===== src/rtl/block_buffer_pkg.sv =====
// Shared widths, address-split helpers and FSM encoding for the sector block buffer.
package block_buffer_pkg;

    localparam int unsigned DEFAULT_ADDR_W      = 64;
    localparam int unsigned DEFAULT_SECTOR_W    = 64;
    localparam int unsigned DEFAULT_NUM_SECTORS = 8;

    typedef enum logic [2:0] {
        StIdle,
        StResp,
        StWb,
        StFillReq,
        StFillWait
    } state_e;

    // Byte-offset bits inside one sector.
    function automatic int unsigned off_lo(input int unsigned sector_w);
        return $clog2(sector_w / 8);
    endfunction

    function automatic int unsigned idx_w(input int unsigned num_sectors);
        return $clog2(num_sectors);
    endfunction

    // Lowest address bit belonging to the tag.
    function automatic int unsigned tag_lo(input int unsigned sector_w,
                                           input int unsigned num_sectors);
        return off_lo(sector_w) + idx_w(num_sectors);
    endfunction

endpackage


===== src/rtl/sector_we_decoder.sv =====
// Sector write-enable decoder: all-ones for a block fill, one-hot for a sector write.
module sector_we_decoder #(
    parameter int unsigned NUM_SECTORS = 8,
    parameter int unsigned IDX_W       = $clog2(NUM_SECTORS)
) (
    input  logic                   we_all,
    input  logic                   we_specific,
    input  logic [IDX_W-1:0]       index,
    output logic [NUM_SECTORS-1:0] we
);

    always_comb begin
        we = '0;
        if (we_all) begin
            we = '1;
        end else if (we_specific) begin
            we[index] = 1'b1;
        end
    end

endmodule


===== src/rtl/sector_block_buffer.sv =====
// Single-block write-back buffer serving sector-sized client accesses from a block memory.
module sector_block_buffer
    import block_buffer_pkg::*;
#(
    parameter int unsigned ADDR_W      = DEFAULT_ADDR_W,
    parameter int unsigned SECTOR_W    = DEFAULT_SECTOR_W,
    parameter int unsigned NUM_SECTORS = DEFAULT_NUM_SECTORS,
    parameter int unsigned BLOCK_W     = SECTOR_W * NUM_SECTORS
) (
    input  logic                clk,
    input  logic                rst_n,

    input  logic                req_valid,
    output logic                req_ready,
    input  logic                req_is_write,
    input  logic [ADDR_W-1:0]   req_addr,
    input  logic [SECTOR_W-1:0] req_data,

    output logic                resp_valid,
    input  logic                resp_ready,
    output logic [SECTOR_W-1:0] resp_data,

    input  logic                flush,
    output logic                flush_done,

    output logic                mem_req_valid,
    input  logic                mem_req_ready,
    output logic                mem_req_is_write,
    output logic [ADDR_W-1:0]   mem_req_addr,
    output logic [BLOCK_W-1:0]  mem_req_data,

    input  logic                mem_resp_valid,
    input  logic [BLOCK_W-1:0]  mem_resp_data
);

    localparam int unsigned OFF_LO = off_lo(SECTOR_W);
    localparam int unsigned IDX_W  = idx_w(NUM_SECTORS);
    localparam int unsigned TAG_LO = tag_lo(SECTOR_W, NUM_SECTORS);
    localparam int unsigned TAG_W  = ADDR_W - TAG_LO;

    state_e                state_q, state_d;
    logic [BLOCK_W-1:0]    data_q, data_d;
    logic [TAG_W-1:0]      tag_q, tag_d;
    logic                  valid_q, valid_d;
    logic                  dirty_q, dirty_d;
    logic                  lat_is_write_q, lat_is_write_d;
    logic [IDX_W-1:0]      lat_idx_q, lat_idx_d;
    logic [TAG_W-1:0]      lat_tag_q, lat_tag_d;
    logic [SECTOR_W-1:0]   lat_data_q, lat_data_d;
    logic [SECTOR_W-1:0]   resp_data_q, resp_data_d;
    logic                  flush_wb_q, flush_wb_d;
    logic                  flush_done_q, flush_done_d;
    logic                  init_done_q;

    logic [IDX_W-1:0]      req_idx;
    logic [TAG_W-1:0]      req_tag;
    logic                  hit;
    logic                  we_all, we_spec;
    logic [IDX_W-1:0]      we_idx;
    logic [SECTOR_W-1:0]   wdata;
    logic [NUM_SECTORS-1:0] sector_we;
    logic                  unused_addr_lo;

    assign req_idx        = req_addr[OFF_LO +: IDX_W];
    assign req_tag        = req_addr[ADDR_W-1:TAG_LO];
    assign hit            = valid_q && (req_tag == tag_q);
    assign unused_addr_lo = ^req_addr[TAG_LO-1:0];

    // Outputs stay quiet until the first clock after reset release.
    assign req_ready        = init_done_q && (state_q == StIdle) && !flush;
    assign resp_valid       = (state_q == StResp);
    assign resp_data        = resp_data_q;
    assign flush_done       = flush_done_q;
    assign mem_req_valid    = (state_q == StWb) || (state_q == StFillReq);
    assign mem_req_is_write = (state_q == StWb);
    assign mem_req_data     = data_q;

    always_comb begin
        mem_req_addr = '0;
        if (state_q == StWb) begin
            mem_req_addr = {tag_q, {TAG_LO{1'b0}}};
        end else if (state_q == StFillReq) begin
            mem_req_addr = {lat_tag_q, {TAG_LO{1'b0}}};
        end
    end

    always_comb begin
        state_d        = state_q;
        tag_d          = tag_q;
        valid_d        = valid_q;
        dirty_d        = dirty_q;
        lat_is_write_d = lat_is_write_q;
        lat_idx_d      = lat_idx_q;
        lat_tag_d      = lat_tag_q;
        lat_data_d     = lat_data_q;
        resp_data_d    = resp_data_q;
        flush_wb_d     = flush_wb_q;
        flush_done_d   = 1'b0;
        we_all         = 1'b0;
        we_spec        = 1'b0;
        we_idx         = lat_idx_q;
        wdata          = lat_data_q;

        unique case (state_q)
            StIdle: begin
                if (init_done_q && flush) begin
                    if (dirty_q) begin
                        flush_wb_d = 1'b1;
                        state_d    = StWb;
                    end else begin
                        flush_done_d = 1'b1;
                    end
                end else if (req_valid && req_ready) begin
                    lat_is_write_d = req_is_write;
                    lat_idx_d      = req_idx;
                    lat_tag_d      = req_tag;
                    lat_data_d     = req_data;
                    if (hit) begin
                        state_d = StResp;
                        if (req_is_write) begin
                            we_spec     = 1'b1;
                            we_idx      = req_idx;
                            wdata       = req_data;
                            dirty_d     = 1'b1;
                            resp_data_d = req_data;
                        end else begin
                            resp_data_d = data_q[req_idx*SECTOR_W +: SECTOR_W];
                        end
                    end else begin
                        flush_wb_d = 1'b0;
                        state_d    = dirty_q ? StWb : StFillReq;
                    end
                end
            end
            StWb: begin
                if (mem_req_ready) begin
                    dirty_d = 1'b0;
                    if (flush_wb_q) begin
                        flush_done_d = 1'b1;
                        state_d      = StIdle;
                    end else begin
                        state_d = StFillReq;
                    end
                end
            end
            StFillReq: begin
                if (mem_req_ready) begin
                    state_d = StFillWait;
                end
            end
            StFillWait: begin
                if (mem_resp_valid) begin
                    we_all  = 1'b1;
                    we_spec = lat_is_write_q;
                    tag_d   = lat_tag_q;
                    valid_d = 1'b1;
                    dirty_d = lat_is_write_q;
                    resp_data_d = lat_is_write_q ? lat_data_q
                                                 : mem_resp_data[lat_idx_q*SECTOR_W +: SECTOR_W];
                    state_d = StResp;
                end
            end
            StResp: begin
                if (resp_ready) begin
                    state_d = StIdle;
                end
            end
            default: state_d = StIdle;
        endcase
    end

    sector_we_decoder #(
        .NUM_SECTORS (NUM_SECTORS),
        .IDX_W       (IDX_W)
    ) u_we_dec (
        .we_all      (we_all),
        .we_specific (we_spec),
        .index       (we_idx),
        .we          (sector_we)
    );

    // A latched write during fill overrides the fill data of its own sector.
    always_comb begin
        data_d = data_q;
        for (int unsigned s = 0; s < NUM_SECTORS; s++) begin
            if (sector_we[s]) begin
                if (we_all && !(we_spec && (we_idx == IDX_W'(s)))) begin
                    data_d[s*SECTOR_W +: SECTOR_W] = mem_resp_data[s*SECTOR_W +: SECTOR_W];
                end else begin
                    data_d[s*SECTOR_W +: SECTOR_W] = wdata;
                end
            end
        end
    end

    always_ff @(posedge clk or negedge rst_n) begin
        if (!rst_n) begin
            state_q        <= StIdle;
            data_q         <= '0;
            tag_q          <= '0;
            valid_q        <= 1'b0;
            dirty_q        <= 1'b0;
            lat_is_write_q <= 1'b0;
            lat_idx_q      <= '0;
            lat_tag_q      <= '0;
            lat_data_q     <= '0;
            resp_data_q    <= '0;
            flush_wb_q     <= 1'b0;
            flush_done_q   <= 1'b0;
            init_done_q    <= 1'b0;
        end else begin
            state_q        <= state_d;
            data_q         <= data_d;
            tag_q          <= tag_d;
            valid_q        <= valid_d;
            dirty_q        <= dirty_d;
            lat_is_write_q <= lat_is_write_d;
            lat_idx_q      <= lat_idx_d;
            lat_tag_q      <= lat_tag_d;
            lat_data_q     <= lat_data_d;
            resp_data_q    <= resp_data_d;
            flush_wb_q     <= flush_wb_d;
            flush_done_q   <= flush_done_d;
            init_done_q    <= 1'b1;
        end
    end

endmodule


===== config.mk =====
export PLATFORM = sky130hd
export DESIGN_NAME = sector_block_buffer
export DESIGN_NICKNAME = d
export VERILOG_FILES = /design/src/rtl/block_buffer_pkg.sv /design/src/rtl/sector_we_decoder.sv /design/src/rtl/sector_block_buffer.sv
export SDC_FILE = /design/constraint.sdc
export NUM_CORES = 2
export LEC_CHECK = 0
export CORE_AREA = 2 2 507 509
export DETAILED_ROUTE_END_ITERATION = 8
export DIE_AREA = 0 0 509 511
export HOLD_SLACK_MARGIN = 0.15
export PLACE_DENSITY = 0.34
export SKIP_LAST_GASP = 1
export SLEW_MARGIN = 20
export SYNTH_ARGS = -nofsm -noshare
export SYNTH_HDL_FRONTEND = slang
export SYNTH_SLANG_ARGS = --single-unit

===== constraint.sdc =====
create_clock -name clk -period 3.6 [get_ports clk]
set_clock_uncertainty 0.05 [all_clocks]
set_input_delay 0.72 -clock clk [delete_from_list [all_inputs] [get_ports clk]]
set_output_delay 0.72 -clock clk [all_outputs]
set_load 0.02 [all_outputs]

==> flow_summary.toml <==
[synthesis]
yosysWarnings = 0
ys_types = 54
synthCells = 3526
async_reset_ff_share_pct = 100
netlist_area_sq_um = 45500
yosys-top-cells-area = "dfrtp_1, mux2i_1, mux4_2"
synth.avg_cell_area_sq_um = 12.9
ys.flop_type = "dfrtp_1"
yosys-top-cells-count = "mux2i_1, dfrtp_1, mux4_2"
yosys.area.top_type = "dfrtp_1"
yosysTopAreaCellShare_pct = 42.2
synth_edf_count = 0
yosysMostFrequentCell = "mux2i_1"
synth_seq_cells = 768
ys_seq_area_share_pct = 42.2

[drt]
wl_microns = 296000
wirelength_met1_microns = 126000
vias = 38300
firstDrtPassIters = 5
top_layer = "met5"
post_drt_wl_per_cell_microns = 34.9
dr.first_iter.drc_count = 2386
met2_length_microns = 142000
routed_via_density = 4.51
postRouteAntennaNets = 0
drc = 0
dr_wl_met3_microns = 19200

[critical_path]
crit_path_end = "mem_req_addr[21]"
cp_max_fo = 13
rr_startpoint = "tag_q[57]"
path_class = "reg2out"
reg2reg_to = "mem_req_data[407]"
critPathRequiredTime_ps = 2830
rr_worst_depth = 15
worst_setup_path_start_kind = "flip-flop"
worst_setup_path_end_kind = "primary output"
r2r_slack_ps = 220
crit_start = "state_q[0]"
worstPathArrival_ps = 2690

[clock_network]
clock_path_buffers = 3
insertion_delay_ps = 760
cts_root_buffer = "clkbuf_16"
cts_tree = "done"
htree_levels = 3
cts.sinks = 768
path_clk_slew_ps = 60
cts_made_buffers = 109

[sta]
final.setup.tns_ps = 0
timing.fmax_mhz = 289
slew_viol_final = 0
period_minus_slack_ps = 3460
min_period_over_period_pct = 96.2
worstMarginPinSlew_ps = 975
relSlewSlack_pct = 35.0
hold_viol = 0
setup_viol_count_final = 0
rsz0062_at_grt = "false"
whs_ps = 427
fin_ws_ps = 137

[placement]
post_dp_cell_area_sq_um = 65200
dp_hpwl_microns = 231000
dp_slack_ps = -915
place.gp.congestion = 0.833
io_buffers = 1283
placed_cells = 8244

[global_route]
overflow = 0
gr-usage-all-layers_pct = 22.2
antenna_found_initial = 112
grt_pass1_wl_microns = 395000
grt_max_degree = 90
grt_pass1_vias = 40900

[die]
core_area_sq_um = 255000
rows = 186
dieArea_sq_um = 260000
die_x_microns = 509
die_y_microns = 511
initial_core_util_pct = 17.8
ios = 1293

[min_path]
hp-class = "reg2reg"

[power_and_ir_drop]
p_leak_nw = 30.2
p_total_mw = 59.6
p_per_area_nw_per_um2 = 862
max-vdd-ir-drop_mv = 0.435

[cells_and_area]
layout.nets = 5625
drive_gt1_share_pct = 21.0
final_util_pct = 27.1
postLayoutCellArea_sq_um = 69200
stdcell_count = 8487
syn2layout_area_growth_pct = 51.9

[status]
status = "complete, no violations"

[flow_run]
maxCapViolations = 0
-- timing repair --
action / CTS / global route
hold buffers: 1 / 0
setup buffers: 3 / 0
setup endpoints to repair: 611 / 172
gates resized for setup: 10 / 9
endpoints found under the hold margin: 38 / 0
cloned: 2 / 0
-- final cells by class --
cell class / instances / area [sq um]
repair buffers: 1635 / 16900
fillers: 26500 / 186000
well taps: 3384 / 4230
inverters: 13 / 51.3
clock inverters: 25 / 338
flip-flops and latches: 768 / 19200
clock buffers: 175 / 3380
multi-input cells: 2450 / 24900
diodes: 37 / 92.6
-- how the worst min path moves through the flow --
stage / slack [ps] / endpoint / cells past startpoint / startpoint
3_5_place_dp: 430 / tag_q[32] / 2 / lat_tag_q[32]
2_1_floorplan: 370 / dirty_q / 0 / rst_n
4_1_cts: 400 / lat_idx_q[0] / 2 / req_addr[3]
3_3_place_gp: 430 / tag_q[31] / 2 / lat_tag_q[31]
5_1_grt: 440 / lat_idx_q[0] / 2 / req_addr[3]
6_report: 430 / tag_q[10] / 2 / lat_tag_q[10]
-- layer usage --
| metal | vias up | track usage (%) |
|---|---|---|
| li1 | 16200 | - |
| met1 | 20200 | 28.0 |
| met2 | 1426 | 37.0 |
| met3 | 372 | 5.74 |
| met4 | 64 | 6.21 |
| met5 | - | 0 |
-- power by group --
group          total (mW)  switching [mW]  internal (mW)  leakage, nW
registers            17.5            4.86           12.7         9.71
logic                30.8            16.4           14.4         18.7
clock network        11.4            4.68           6.69         1.82
-- layout by cell type, fill, tap and decap left out, types with 107 or more instances in the layout --
cell type	count
clkdlybuf4s50_1	1273
nor2_1	133
nand2_1	177
buf_4	235
dfrtp_1	763
clkbuf_16	111
mux4_2	256
mux2_2	130
buf_12	107
mux2i_1	1149
-- logic make-up after synthesis --
| family | after synthesis | share of synthesized area (%) |
|---|---|---|
| AND/OR/NAND/NOR | 450 | 4.54 |
| other | 2 | 0.0165 |
| multiplexers | 1656 | 45.0 |
| flip-flops | 768 | 42.2 |
| XOR/XNOR | 47 | 0.921 |
| AO/OA/AOI/OAI | 290 | 3.87 |
| buffers and inverters | 313 | 3.49 |
-- critical path, cell delays in order, from the launching register on --
cell and delay, ps:
dfrtp_4 550, buf_16 210, mux2i_1 400, nor2_1 90
clkdlybuf4s50_1 660
-- state kept, by name (all words and copies together) (netlist names) --
name	count
dirty_q	1
flush_done	1
flush_wb_q	1
init_done_q	1
lat_data_q	64
lat_idx_q	3
lat_is_write_q	1
lat_tag_q	58
mem_req_data	512
resp_data	64
state_q	3
tag_q	58
valid_q	1
No activity file was read; power rests on OpenSTA's default activity.
